$ cat src/rtl/wb_pkg.sv
// Shared types and bus widths for the Wishbone command master and its helpers.
package wb_pkg;

   typedef enum logic [1:0] {
      IDLE = 2'd0,
      BUS  = 2'd1,
      RESP = 2'd2
   } state_t;

   localparam int WB_ADR_W = 32;
   localparam int WB_DAT_W = 32;
   localparam int WB_SEL_W = 4;

   // Data returned with a response whenever the access did not complete cleanly.
   localparam logic [WB_DAT_W-1:0] WB_RSP_ERR_DATA = 32'h0;

endpackage

$ cat src/rtl/wb_timeout_cnt.sv
// Bus-cycle watchdog for the command master: counts cycles spent waiting for ack/err
// and flags the last cycle before the configured limit is reached.
module wb_timeout_cnt #(
   parameter int unsigned LIMIT = 255
) (
   input  logic clk,
   input  logic rst_n,
   input  logic clear,
   input  logic enable,
   output logic expired
);

   localparam logic [15:0] LIMIT_M1 = 16'(LIMIT - 1);

   logic [15:0] count;

   // Expiry is flagged one count early so the abort lands on the edge ending cycle LIMIT.
   assign expired = enable && (count == LIMIT_M1);

   always_ff @(posedge clk or negedge rst_n) begin
      if (!rst_n) begin
         count <= '0;
      end else if (clear) begin
         count <= '0;
      end else if (enable) begin
         count <= count + 16'd1;
      end
   end

endmodule

$ cat src/rtl/wb_cmd_master.sv
// Wishbone classic single-transfer initiator driven by a valid/ready command stream.
// Optional bus watchdog enabled by defining WB_CMD_MASTER_TIMEOUT_EN.
module wb_cmd_master
   import wb_pkg::*;
#(
   parameter int unsigned TIMEOUT_CYCLES = 255
) (
   input  logic                i_wb_clk,
   input  logic                i_wb_rst_n,
   input  logic                i_cmd_valid,
   output logic                o_cmd_ready,
   input  logic                i_cmd_we,
   input  logic [WB_ADR_W-1:0] i_cmd_adr,
   input  logic [WB_DAT_W-1:0] i_cmd_dat,
   input  logic [WB_SEL_W-1:0] i_cmd_sel,
   output logic                o_rsp_valid,
   input  logic                i_rsp_ready,
   output logic [WB_DAT_W-1:0] o_rsp_dat,
   output logic                o_rsp_err,
   output logic                o_busy,
   output logic [WB_ADR_W-1:0] o_wb_adr,
   output logic [WB_DAT_W-1:0] o_wb_dat,
   output logic [WB_SEL_W-1:0] o_wb_sel,
   output logic                o_wb_we,
   output logic                o_wb_cyc,
   output logic                o_wb_stb,
   input  logic                i_wb_ack,
   input  logic                i_wb_err,
   input  logic [WB_DAT_W-1:0] i_wb_dat
);

   state_t state;
   logic   tmo_expired;

   assign o_cmd_ready = (state == IDLE);
   assign o_busy      = (state != IDLE);

`ifdef WB_CMD_MASTER_TIMEOUT_EN
   // Held clear outside BUS, so every bus cycle starts counting from zero.
   wb_timeout_cnt #(
      .LIMIT(TIMEOUT_CYCLES)
   ) u_timeout_cnt (
      .clk    (i_wb_clk),
      .rst_n  (i_wb_rst_n),
      .clear  (state != BUS),
      .enable (state == BUS),
      .expired(tmo_expired)
   );
`else
   localparam int unsigned unused_timeout_cycles = TIMEOUT_CYCLES;
   assign tmo_expired = 1'b0;
`endif

   always_ff @(posedge i_wb_clk or negedge i_wb_rst_n) begin
      if (!i_wb_rst_n) begin
         state       <= IDLE;
         o_wb_cyc    <= 1'b0;
         o_wb_stb    <= 1'b0;
         o_wb_we     <= 1'b0;
         o_wb_adr    <= '0;
         o_wb_dat    <= '0;
         o_wb_sel    <= '0;
         o_rsp_valid <= 1'b0;
         o_rsp_err   <= 1'b0;
         o_rsp_dat   <= '0;
      end else begin
         case (state)
            IDLE: begin
               if (i_cmd_valid) begin
                  o_wb_we  <= i_cmd_we;
                  o_wb_adr <= i_cmd_adr;
                  o_wb_dat <= i_cmd_dat;
                  o_wb_sel <= i_cmd_sel;
                  o_wb_cyc <= 1'b1;
                  o_wb_stb <= 1'b1;
                  state    <= BUS;
               end
            end
            BUS: begin
               // err beats ack, and any real completion beats the watchdog.
               if (i_wb_err) begin
                  o_wb_cyc    <= 1'b0;
                  o_wb_stb    <= 1'b0;
                  o_rsp_err   <= 1'b1;
                  o_rsp_dat   <= WB_RSP_ERR_DATA;
                  o_rsp_valid <= 1'b1;
                  state       <= RESP;
               end else if (i_wb_ack) begin
                  o_wb_cyc    <= 1'b0;
                  o_wb_stb    <= 1'b0;
                  o_rsp_err   <= 1'b0;
                  o_rsp_dat   <= o_wb_we ? '0 : i_wb_dat;
                  o_rsp_valid <= 1'b1;
                  state       <= RESP;
               end else if (tmo_expired) begin
                  o_wb_cyc    <= 1'b0;
                  o_wb_stb    <= 1'b0;
                  o_rsp_err   <= 1'b1;
                  o_rsp_dat   <= WB_RSP_ERR_DATA;
                  o_rsp_valid <= 1'b1;
                  state       <= RESP;
               end
            end
            RESP: begin
               if (i_rsp_ready) begin
                  o_rsp_valid <= 1'b0;
                  state       <= IDLE;
               end
            end
            default: begin
               state <= IDLE;
            end
         endcase
      end
   end

endmodule

$ cat config.mk
export PLATFORM = sky130hd
export DESIGN_NAME = wb_cmd_master
export DESIGN_NICKNAME = d
export VERILOG_FILES = /design/src/rtl/wb_pkg.sv /design/src/rtl/wb_timeout_cnt.sv /design/src/rtl/wb_cmd_master.sv
export SDC_FILE = /design/constraint.sdc
export NUM_CORES = 1
export LEC_CHECK = 0
export ABC_AREA = 1
export BUFFER_PORTS_ARGS = -buffer_cell sky130_fd_sc_hd__clkbuf_2
export CORE_MARGIN = 2
export CORE_UTILIZATION = 46
export DETAILED_ROUTE_END_ITERATION = 6
export GPL_TIMING_DRIVEN = 1
export PLACE_DENSITY = 0.79
export SYNTH_ARGS = -nofsm -noshare
export SYNTH_HDL_FRONTEND = slang
export SYNTH_HIERARCHICAL = 1
export SYNTH_SLANG_ARGS = --single-unit
export TNS_END_PERCENT = 5
$ cat constraint.sdc
create_clock -name i_wb_clk -period 1.3 [get_ports i_wb_clk]
set_clock_uncertainty 0.1 [all_clocks]
set_input_delay 0.065 -clock i_wb_clk [delete_from_list [all_inputs] [get_ports i_wb_clk]]
set_output_delay 0.065 -clock i_wb_clk [all_outputs]
set_load 0.03 [all_outputs]
Yosys cells after proc, flatten, opt, wreduce, memory -nomap -nowiden
Cells that the tools add are included.
Storage, ports and cells
  register bits: 106
  output and inout bits: 107
  memories: 0
  word-level logic and storage cells: 41
  latch bits: 0
  bits in writable memories: 0
  bits of input ports: 107
  ROM bits: 0
Operators by class
  reduce and logical (&&, ||, !) cells: 10
  equality and inequality tests: 5
  multipliers: 0
  order comparisons: 0
  $add $sub $neg: 0
  bitwise logic cells: 0
  shift operators: 0
  muxes and demuxes: 17
  divide/modulo/power cells: 0
Operators with widths (count)
  2-to-1 mux 32 bit: 3
  AND reduction 3 bit: 3
  2-to-1 mux 2 bit: 4
  nonzero test 2 bit: 4
  2-to-1 mux 1 bit: 7
  case mux 2 bit (3 select lines): 1
  inequality test 2 bit, second input constant: 2
  case mux 1 bit (2 select lines): 2
  AND reduction 2 bit: 2
  inequality test 3 bit, second input constant: 1
  == test 2 x 1 -> 1 bit, second input constant: 1
  == test 2 bit, second input constant: 1
  logical NOT 2 bit: 1

Longest topological paths before layout
  depth after elaboration: 3
  mapped depth: 7

Least setup slack after synthesis
No wires, ideal clock.
  kind: reg-to-output
  from: register state[1]
  to: output o_busy
  data arrival time: 1134 ps
  slack: 1 ps
  stages on the path, launching flop included: 4
  cell sequence: dfrtp_1 > nor2_8 > buf_2 > inv_1
On the way
  cells in the longest elaborated chain, start to end: 1
Ends and longest elaborated chain
  start, declared: line wb_cmd_master.sv:32  | state_t state;
  start signal, assigned: line wb_cmd_master.sv:56  | state <= IDLE;
  start signal, assigned: line wb_cmd_master.sv:76  | state <= BUS;
  start signal, assigned: line wb_cmd_master.sv:87  | state <= RESP;
  nonzero test 2 bit: line wb_cmd_master.sv:36  | assign o_busy = (state != IDLE);
  end, declared: line wb_cmd_master.sv:20  | output logic o_busy,
No other way between the ends.

Worst setup path after layout
  from: register state[1]
  to: register o_wb_dat[22]
On the way
  cells in the longest elaborated chain, start to end: 2
Ends and longest elaborated chain
  logical NOT 2 bit: line wb_cmd_master.sv:67  | case (state)
  AND reduction 2 bit (no line)
  end signal, assigned: line wb_cmd_master.sv:72  | o_wb_dat <= i_cmd_dat;
  end, declared: line wb_cmd_master.sv:22  | output logic [WB_DAT_W-1:0] o_wb_dat,
No other way between the ends.
A chain may end at the register's enable or synchronous reset.

==> out/qor.txt <==
footprint of the multi-input gates -> 0.00170 mm^2
worst skew pair latency -> 0.35 ns
DR DRC count -> 0
mean post-synth cell area -> 8.48 um^2
Slew @ Worst Pin -> 0.571 ns
setup tns final -> -2.66 ns
nets@finish -> 960
core box area -> 0.00968 mm^2
area grow syn2layout -> 60.9%
wirelength, routed -> 15300 um
clock-pin slew on the worst setup and hold paths -> 0.10 ns
leakage power -> 4.11 nW
Post-Synth Simple-Gate Area -> 34.8%
drt wl/cell -> 15.4 um
WS Path Type -> flip-flop to flip-flop
crit-path max FO -> 18
Initial DRC Count -> 274
fmax -> 708 MHz
CTS Root Cell -> clkbuf_8
worst path required time -> 1.49 ns
Final period util -> 109%
cell family with most CP delay -> flip-flops
row count -> 36
number of synthesized register bits -> 106
WP buf/inv -> 2
status -> complete, but fails checks
placed cell area -> 0.00573 mm^2
Worst Hold Margin -> 0.0965 ns
CP max-delay cell -> dfrtp_2
largest family of logic cells by synthesized area -> simple AND/OR/NAND/NOR gates
Layout Cell Area excl Fill -> 0.00728 mm^2
endpoint class of the critical path -> flip-flop
CP arrival -> 1.61 ns
Antenna diodes -> 0
Syn Inst Count -> 534
Compound-Gate Fraction of Synth Area -> 0.580%
multiplexer share of the synthesized area -> 0%
RSZ-0062 raised after global routing -> yes
vias in the first global route -> 4678
via count -> 4862
FF+latch area -> 0.00266 mm^2
pin count of the biggest net entering global routing -> 107
hpwl dp -> 8010 um
Max clock buf depth -> 2
Final Hold Vio Count -> 0
initial antenna violation count -> 0
total die area -> 0.0107 mm^2
crit path cell chain -> nor2_8 -> buf_6 -> buf_4 -> nand3_1 -> nand2_1
vias per cell -> 4.91
min-delay worst type -> input pin to flip-flop
met1 GRT Util -> 33.2%
VDD IR max -> 0.00164 V
layout cell share with drive strength beyond 1 -> 33.4%
IO buf count -> 213
adder-cell share of the synthesized area -> 0%
failing checks -> negative setup slack
Ports -> 214
fin cells -> 991
Critical Path Start Type -> flip-flop
GR Layer Usage met2 -> 47.4%
post-layout minimum cycle time -> 1.41 ns
P per Cell Area -> 2460 mW/mm^2
Num CTS Buffers -> 9
Syn Std Cell Area -> 0.00453 mm^2
max cap viols -> 0
clock sinks -> 106
H-tree depth -> 3
Synth cell types -> 18
Synth Area in XOR/XNOR -> 0%
Setup Viol. Count Final -> 90
Starting Density -> 46.8%
overall power -> 17.9 mW
gr busiest metal -> met2
max_slew headroom -> 61.9%
gr ovfl total -> 0
syn nets -> 641
Max Slew Vio Count -> 0
GRT Total Usage -> 27.5%
warning count from the yosys run -> 6
Die Ht -> 103 um
TritonRoute pass-1 iters -> 7
placed cells -> 860
worst setup margin -> -0.113 ns
TritonCTS clock tree -> yes
GPL Wtd Cong -> 0.806
die extent in x -> 103 um
first-pass GRT wire length -> 22400 um
met3 track demand over resource -> 5.51%
Fillers -> 632
Seq/Total Area, Yosys -> 58.6%
Antenna Nets Post-Route -> 0
highest cell delay on the worst timing path -> 0.45 ns
## cells in the final DEF (no fill, tap or decap), types with 3 or more instances in the layout
master | synthesis | layout
buf_12 | 0 | 8
buf_4 | 8 | 14
clkbuf_16 | 0 | 3
clkbuf_2 | 0 | 210
clkbuf_8 | 0 | 12
dfrtp_1 | 106 | 104
dlygate4sd3_1 | 0 | 104
inv_1 | 6 | 5
nand2_1 | 270 | 253
nand2_2 | 4 | 19
nand2_8 | 0 | 3
nand3_1 | 70 | 70
nor2_1 | 33 | 33
## power breakdown
part           total, mW  internal (mW)  switching, mW
sequential          5.87           4.82           1.05
combinational       9.78           3.19           6.59
clock               2.28           1.19           1.08
total               17.9           9.21           8.72
## worst register-to-register path, cell delays in order, from the launching register on
cell and delay [ns]:
dfrtp_2 0.45, nor2_8 0.14, buf_6 0.15, buf_4 0.24, nand3_1 0.15, nand2_1 0.14
## cell usage after synthesis (all sizes together)
cell type    number  area [um^2]
nor2             36          166
a21oi             1         16.3
buf              33          229
inv               7         26.3
clkbuf            2         7.51
nand2           276         1060
nand3            70          350
o21ai             2         10.0
dfrtp           106         2650
dlygate4sd1       1         8.76
## kinds of logic after synthesis
kind of cell	Yosys count
compound gates	3
simple gates	382
flops	106
buf+inv	43
## registers in the layout (all words and copies together) (netlist names)
| signal | flops |
|---|---|
| o_wb_stb | 1 |
| o_rsp_dat | 32 |
| o_rsp_valid | 1 |
| o_wb_sel | 4 |
| o_rsp_err | 1 |
| o_wb_dat | 32 |
| state | 2 |
| o_wb_we | 1 |
| o_wb_adr | 32 |
## metrics by stage
stage | worst slack (ns) | util, %
CTS | -0.136 | 73.4
global placement | -0.0319 | 59.1
detailed placement | -0.0621 | 59.1
global route | -0.153 | 75.2
finish | -0.113 | 75.2
floorplan | 0.00131 | -
## final timing paths
path / end / cells after the start / slack, ns / from
worst min-delay path: o_wb_stb / 5 / 0.1 / i_wb_ack
worst max register to register: o_wb_dat[22] / 5 / -0.11 / state[1]
max in group asynchronous: o_wb_adr[19] / 3 / 0.45 / i_wb_rst_n
min in group asynchronous: o_rsp_dat[6] / 3 / 0.19 / i_wb_rst_n
worst max-delay path: o_wb_dat[22] / 5 / -0.11 / state[1]
worst min register to register: o_wb_dat[0] / 2 / 0.38 / o_wb_dat[0]
## repair_timing
| item | 4_1_cts | 5_1_grt |
|---|---|---|
| pin swaps | 2 | 5 |
| hold buffers | 104 | 0 |
| buffers inserted | 5 | 1 |
| resized for setup | 8 | 27 |
| setup endpoints to repair | 66 | 107 |
| endpoints found under the hold margin | 210 | 0 |
| cloned | 2 | 3 |
## final cells by class
class                      instances  area share [%]
tap                              133            2.28
timing repair buffer             343            34.4
multi-input combinational        386            23.3
clock buffer                      12            2.13
clock inverter                     4            1.01
sequential                       106            36.4
inverter                           7           0.429
## routing by layer
metal | vias up | share of wire (%)
li1 | 2292 | -
met1 | 2260 | 38
met2 | 263 | 52
met3 | 47 | 7.1
met4 | 0 | 3.0
met5 | - | 0
Note: power is estimated with default switching activity, not from simulation.
